## config.mk

```make
export PLATFORM = sky130hd
export DESIGN_NAME = ps2_rx_ctrl
export DESIGN_NICKNAME = d
export VERILOG_FILES = /design/src/rtl/ps2_rx_ctrl.sv
export SDC_FILE = /design/constraint.sdc
export NUM_CORES = 1
export LEC_CHECK = 0
export CORE_MARGIN = 2
export CORE_UTILIZATION = 59
export CTS_BUF_LIST = sky130_fd_sc_hd__clkbuf_8
export CTS_CLUSTER_DIAMETER = 50
export DETAILED_ROUTE_END_ITERATION = 7
export PLACE_DENSITY = 0.81
export SLEW_MARGIN = 20
export SYNTH_ARGS = -nofsm -noshare
export SYNTH_HDL_FRONTEND = slang
export SYNTH_SLANG_ARGS = --single-unit
```

## constraint.sdc

```tcl
create_clock -name clk_i -period 2.44 [get_ports clk_i]
set_input_delay 0.366 -clock clk_i [delete_from_list [all_inputs] [get_ports clk_i]]
set_output_delay 0.366 -clock clk_i [all_outputs]
set_load 0.01 [all_outputs]
```

## src/rtl/ps2_rx_ctrl.sv

```systemverilog
// PS/2 keyboard receive controller: synchronizes the PS/2 clock and data lines,
// deframes 11-bit frames, folds E0/F0 prefixes into flags and hands codes out on valid/ready.
module ps2_rx_ctrl #(
  parameter int SYNC_STAGES    = 2,
  parameter int TIMEOUT_CYCLES = 10000
) (
  input  logic       clk_i,
  input  logic       reset_n,
  input  logic       ps2_clk_i,
  input  logic       ps2_data_i,
  input  logic       ready_i,
  output logic       valid_o,
  output logic [7:0] code_o,
  output logic       ext_o,
  output logic       brk_o,
  output logic       frame_err_o,
  output logic       overrun_o,
  output logic       busy_o
);

  localparam int TW = (TIMEOUT_CYCLES > 2) ? $clog2(TIMEOUT_CYCLES) : 1;
  localparam logic [TW-1:0] T_LAST = TW'(TIMEOUT_CYCLES - 1);

  typedef enum logic [1:0] {IDLE, DATA, PARITY, STOP} state_t;

  state_t state, next_state;

  logic [SYNC_STAGES-1:0] clk_sync, data_sync;
  logic clk_prev;
  logic fall, bit_in;
  logic [7:0] sr;
  logic par;
  logic [2:0] bitcnt;
  logic [TW-1:0] tcnt;
  logic ext_pend, brk_pend;
  logic timeout;
  logic shift_en, par_en, clr_bitcnt, inc_bitcnt, frame_done, abort;
  logic good, frame_ok, frame_bad, is_e0, is_f0, emit;

  // Synchronizers idle high so leaving reset never produces a spurious falling edge.
  always_ff @(posedge clk_i or negedge reset_n) begin
    if (!reset_n) begin
      clk_sync  <= '1;
      data_sync <= '1;
      clk_prev  <= 1'b1;
    end else begin
      clk_sync  <= {clk_sync[SYNC_STAGES-2:0], ps2_clk_i};
      data_sync <= {data_sync[SYNC_STAGES-2:0], ps2_data_i};
      clk_prev  <= clk_sync[SYNC_STAGES-1];
    end
  end

  assign fall    = clk_prev & ~clk_sync[SYNC_STAGES-1];
  assign bit_in  = data_sync[SYNC_STAGES-1];
  assign timeout = (state != IDLE) && (tcnt == T_LAST);
  assign busy_o  = (state != IDLE);

  always_ff @(posedge clk_i or negedge reset_n) begin
    if (!reset_n) state <= IDLE;
    else          state <= next_state;
  end

  // A timeout takes priority over a falling edge arriving in the same cycle.
  always_comb begin
    next_state = state;
    shift_en   = 1'b0;
    par_en     = 1'b0;
    clr_bitcnt = 1'b0;
    inc_bitcnt = 1'b0;
    frame_done = 1'b0;
    abort      = 1'b0;
    if (timeout) begin
      next_state = IDLE;
      abort      = 1'b1;
    end else if (fall) begin
      case (state)
        IDLE: begin
          if (!bit_in) begin
            next_state = DATA;
            clr_bitcnt = 1'b1;
          end
        end
        DATA: begin
          shift_en = 1'b1;
          if (bitcnt == 3'd7) next_state = PARITY;
          else                inc_bitcnt = 1'b1;
        end
        PARITY: begin
          par_en     = 1'b1;
          next_state = STOP;
        end
        STOP: begin
          frame_done = 1'b1;
          next_state = IDLE;
        end
        default: next_state = IDLE;
      endcase
    end
  end

  assign good      = ((^sr) ^ par) & bit_in;
  assign frame_ok  = frame_done & good;
  assign frame_bad = frame_done & ~good;
  assign is_e0     = (sr == 8'hE0);
  assign is_f0     = (sr == 8'hF0);
  assign emit      = frame_ok & ~is_e0 & ~is_f0;

  always_ff @(posedge clk_i or negedge reset_n) begin
    if (!reset_n) begin
      sr     <= '0;
      par    <= 1'b0;
      bitcnt <= '0;
    end else begin
      if (shift_en)        sr <= {bit_in, sr[7:1]};
      if (par_en)          par <= bit_in;
      if (clr_bitcnt)      bitcnt <= '0;
      else if (inc_bitcnt) bitcnt <= bitcnt + 3'd1;
    end
  end

  always_ff @(posedge clk_i or negedge reset_n) begin
    if (!reset_n)                      tcnt <= '0;
    else if (state == IDLE || fall)    tcnt <= '0;
    else if (tcnt != T_LAST)           tcnt <= tcnt + 1'b1;
  end

  always_ff @(posedge clk_i or negedge reset_n) begin
    if (!reset_n) begin
      ext_pend <= 1'b0;
      brk_pend <= 1'b0;
    end else if (abort || frame_bad) begin
      ext_pend <= 1'b0;
      brk_pend <= 1'b0;
    end else if (frame_ok) begin
      if (is_e0)      ext_pend <= 1'b1;
      else if (is_f0) brk_pend <= 1'b1;
      else begin
        ext_pend <= 1'b0;
        brk_pend <= 1'b0;
      end
    end
  end

  // A code held unaccepted is kept; the new one is dropped and flagged as an overrun.
  always_ff @(posedge clk_i or negedge reset_n) begin
    if (!reset_n) begin
      valid_o     <= 1'b0;
      code_o      <= '0;
      ext_o       <= 1'b0;
      brk_o       <= 1'b0;
      frame_err_o <= 1'b0;
      overrun_o   <= 1'b0;
    end else begin
      frame_err_o <= abort | frame_bad;
      overrun_o   <= emit & valid_o & ~ready_i;
      if (emit && (!valid_o || ready_i)) begin
        valid_o <= 1'b1;
        code_o  <= sr;
        ext_o   <= ext_pend;
        brk_o   <= brk_pend;
      end else if (valid_o && ready_i) begin
        valid_o <= 1'b0;
      end
    end
  end

endmodule
```

==> metrics.md <==
| Metric | Value |
|---|---|
| Critical path origin | sr[2]$_DFFE_PN0P_ |
| R2R setup slack | 0.19 ns |
| Tcrit/Tclk final | 92.40% |
| CTS tree | built |
| Maxcap violations | 0 |
| Leakage power | 0.001205 uW |
| Commonest non-fill, non-tap cell in the layout | dfrtp_1 |
| Total grt overflow | 0 |
| Commonest non-fill, non-tap cells in the layout | 43 x dfrtp_1, 21 x nor2_1, 17 x clkdlybuf4s50_1 |
| Layout cell share with drive strength beyond 1 | 18.98% |
| Synthesized area | 0.002258 mm2 |
| Post_cts resized | 0 |
| Total power | 2610 uW |
| Deepest clock path buffer count | 2 |
| Drt wl/cell | 14.04 um |
| First-pass DRT Iterations | 4 |
| Clock sink total | 48 |
| Outcome | completed |
| Core area | 0.003661 mm2 |
| # port buffers | 18 |
| Mapped Cells | 188 |
| WP data arrival | 2.44 ns |
| Slew headroom | 62.70% |
| Post-synthesis sequential area ratio | 53.46% |
| Setup Buffers After CTS | 0 |
| Crit Reg-Reg Startpoint | sr[2]$_DFFE_PN0P_ |
| Final hold vios | 0 |
| FMAX | 443.6 MHz |
| Nets@finish | 233 |
| Layout area overhead | 15.46% |
| Hpwl dp | 2819 um |
| Die X | 65.87 um |
| Initial Util | 61.69% |
| Worst Path Class, Setup | flip-flop to flip-flop |
| Root buffer cell | clkbuf_8 |
| Worst-margin pin slew | 0.5594 ns |
| Overall routed net length | 3706 um |
| ANT nets after route | 0 |
| N_diodes | 0 |
| Synthesized Nets | 206 |
| Worst Skew | 0.004476 ns |
| Clk_lat worst skew | 0.29 ns |
| CP Launch Type | flip-flop |
| RSZ-0062 raised after global routing | no |
| RD Place Congestion | 0.7545 |
| Min-Delay Path Class | input port to async pin |
| CP max FO | 10 |
| Final max-slew violation count | 0 |
| Largest net degree at the start of global routing | 26 |
| Yosys warns | 0 |
| Mapped Avg Cell Area | 12.01 um2 |
| Setup violations, final | 0 |
| Period minus WS final | 2.254 ns |
| Vias in the first global route | 1,501 |
| Global-route wire length before repair | 6672 um |
| Die Area | 0.004339 mm2 |
| Site row count | 22 |
| # H-tree levels | 2 |
| Cell variety after synth | 38 |
| Critical path required time | 2.62 ns |
| CTS Buf Count | 5 |
| Initial antenna violation count | 0 |
| Total GRT Usage | 20.57% |
| DRC Markers | 0 |
| PwrDens | 1001 mW/mm2 |
| Die Ht | 65.87 um |
| Post-DR vias/cell | 5.458 |
| FF+latch count, synth | 48 |
| CP endpoint kind | flip-flop |
| Worst IR drop on VDD | 0.0005645 V |
| CTS clk-pin slew, worst paths | 0.08 ns |
| 1st-iter DRT viols | 73 |
| CTS Hold Bufs | 0 |
| Setup_tns | 0 ns |
| Ports | 19 |
| Via count | 1,441 |
[sequential cells by signal (all words and copies together) (netlist names)]
name         flops
tcnt            14
state            2
par              1
brk_o            1
clk_sync         2
code_o           8
brk_pend         1
data_sync        2
clk_prev         1
overrun_o        1
ext_pend         1
valid_o          1
ext_o            1
frame_err_o      1
bitcnt           3
sr               8
[synthesized netlist by cell type]
master	n	area, um2
o21ai_0	3	15.01
nand4_1	4	25.02
dfstp_2	5	131.4
a31oi_1	3	18.77
clkbuf_1	1	3.750
nor2_1	21	78.83
and4bb_2	1	12.51
o211ai_1	1	7.510
nand3b_1	1	7.510
nand2_1	8	30.03
nand3_1	5	25.02
buf_2	1	5.000
or3_1	2	12.51
and3_1	2	12.51
ha_1	13	162.7
nand2b_1	2	12.51
and4_2	1	10.01
nor4_1	1	6.260
o22ai_1	2	12.51
nor3b_4	1	18.77
mux2i_1	8	80.08
and4_4	1	11.26
nor3b_2	1	12.51
dfrtp_1	43	1076
a221o_1	1	10.01
o2111ai_1	1	8.760
nor2b_1	1	6.260
xnor2_1	4	35.03
a211oi_1	2	15.01
and2_1	3	18.77
inv_1	12	45.04
xor2_1	8	70.07
nand4_4	1	21.27
mux2_2	15	168.9
nor3_1	5	25.02
xnor3_2	1	23.77
a21oi_1	2	10.01
nand4_2	1	12.51
[cell type report]
type / count / area (um2)
flip-flops and latches: 48 / 1207
fillers: 269 / 1054
multi-input cells: 126 / 997.2
repair buffers: 22 / 205.2
clock buffers: 6 / 82.58
well taps: 48 / 60.06
inverters: 12 / 45.04
clock inverters: 2 / 10.01
[metal layers]
layer	share of wire, %	global-route usage, %	up-vias	routed length (um)
met2	52	35.73	23	1938
met3	2.9	4.089	5	106
li1	-	-	704	-
met5	0	0	-	0
met1	43	24.26	709	1601
met4	1.6	9.896	0	59
[kinds of logic (layout without fill, tap and decap cells)]
group / Yosys count / in the layout / share of synthesized area, %
and+or+nand+nor: 62 / 62 / 15.90
DFF: 48 / 48 / 53.46
muxes: 23 / 23 / 11.02
AOI/OAI and AO/OA: 15 / 15 / 4.321
buffers and inverters: 14 / 42 / 2.382
adders and majority gates: 13 / 13 / 7.202
xor gates and xnor gates: 13 / 13 / 5.706
[critical path, cell delays in order (launching register included)]
cell and delay, ns:
dfrtp_1 0.37, inv_1 0.08, ha_1 0.29, xnor3_2 0.42
xnor2_1 0.17, nor3b_4 0.25, nand4_4 0.23, mux2_2 0.34
[metrics by stage]
step	util [%]	setup WS (ns)	instances	hold slack [ns]	instance area [um2]
3_5_place_dp	68.69	0.1715	256	0.3492	2515
5_1_grt	71.22	0.08899	264	0.08252	2608
4_1_cts	71.22	0.1574	264	0.05972	2608
6_report	71.22	0.1855	264	0.05223	2608
3_3_place_gp	68.69	0.3094	256	0.3459	2515
2_1_floorplan	-	0.3010	188	0.07041	2258
[path summary, 6_finish.rpt]
kind                                          end  cells after the start
max                             ext_o$_DFFE_PN0P_                      7
min                          ext_pend$_DFFE_PN0P_                      1
max reg2reg                     ext_o$_DFFE_PN0P_                      7
min reg2reg                data_sync[1]$_DFF_PN1_                      0
max in group asynchronous  data_sync[0]$_DFF_PN1_                      2
min in group clk_i         data_sync[1]$_DFF_PN1_                      0
[power breakdown]
part	internal, uW	total (uW)	leakage (uW)	switching [uW]
clock	226	470	0.0000510	244
sequential	974	1110	0.000630	137
combinational	520	1030	0.000524	510
(Power assumes the default switching activity.)
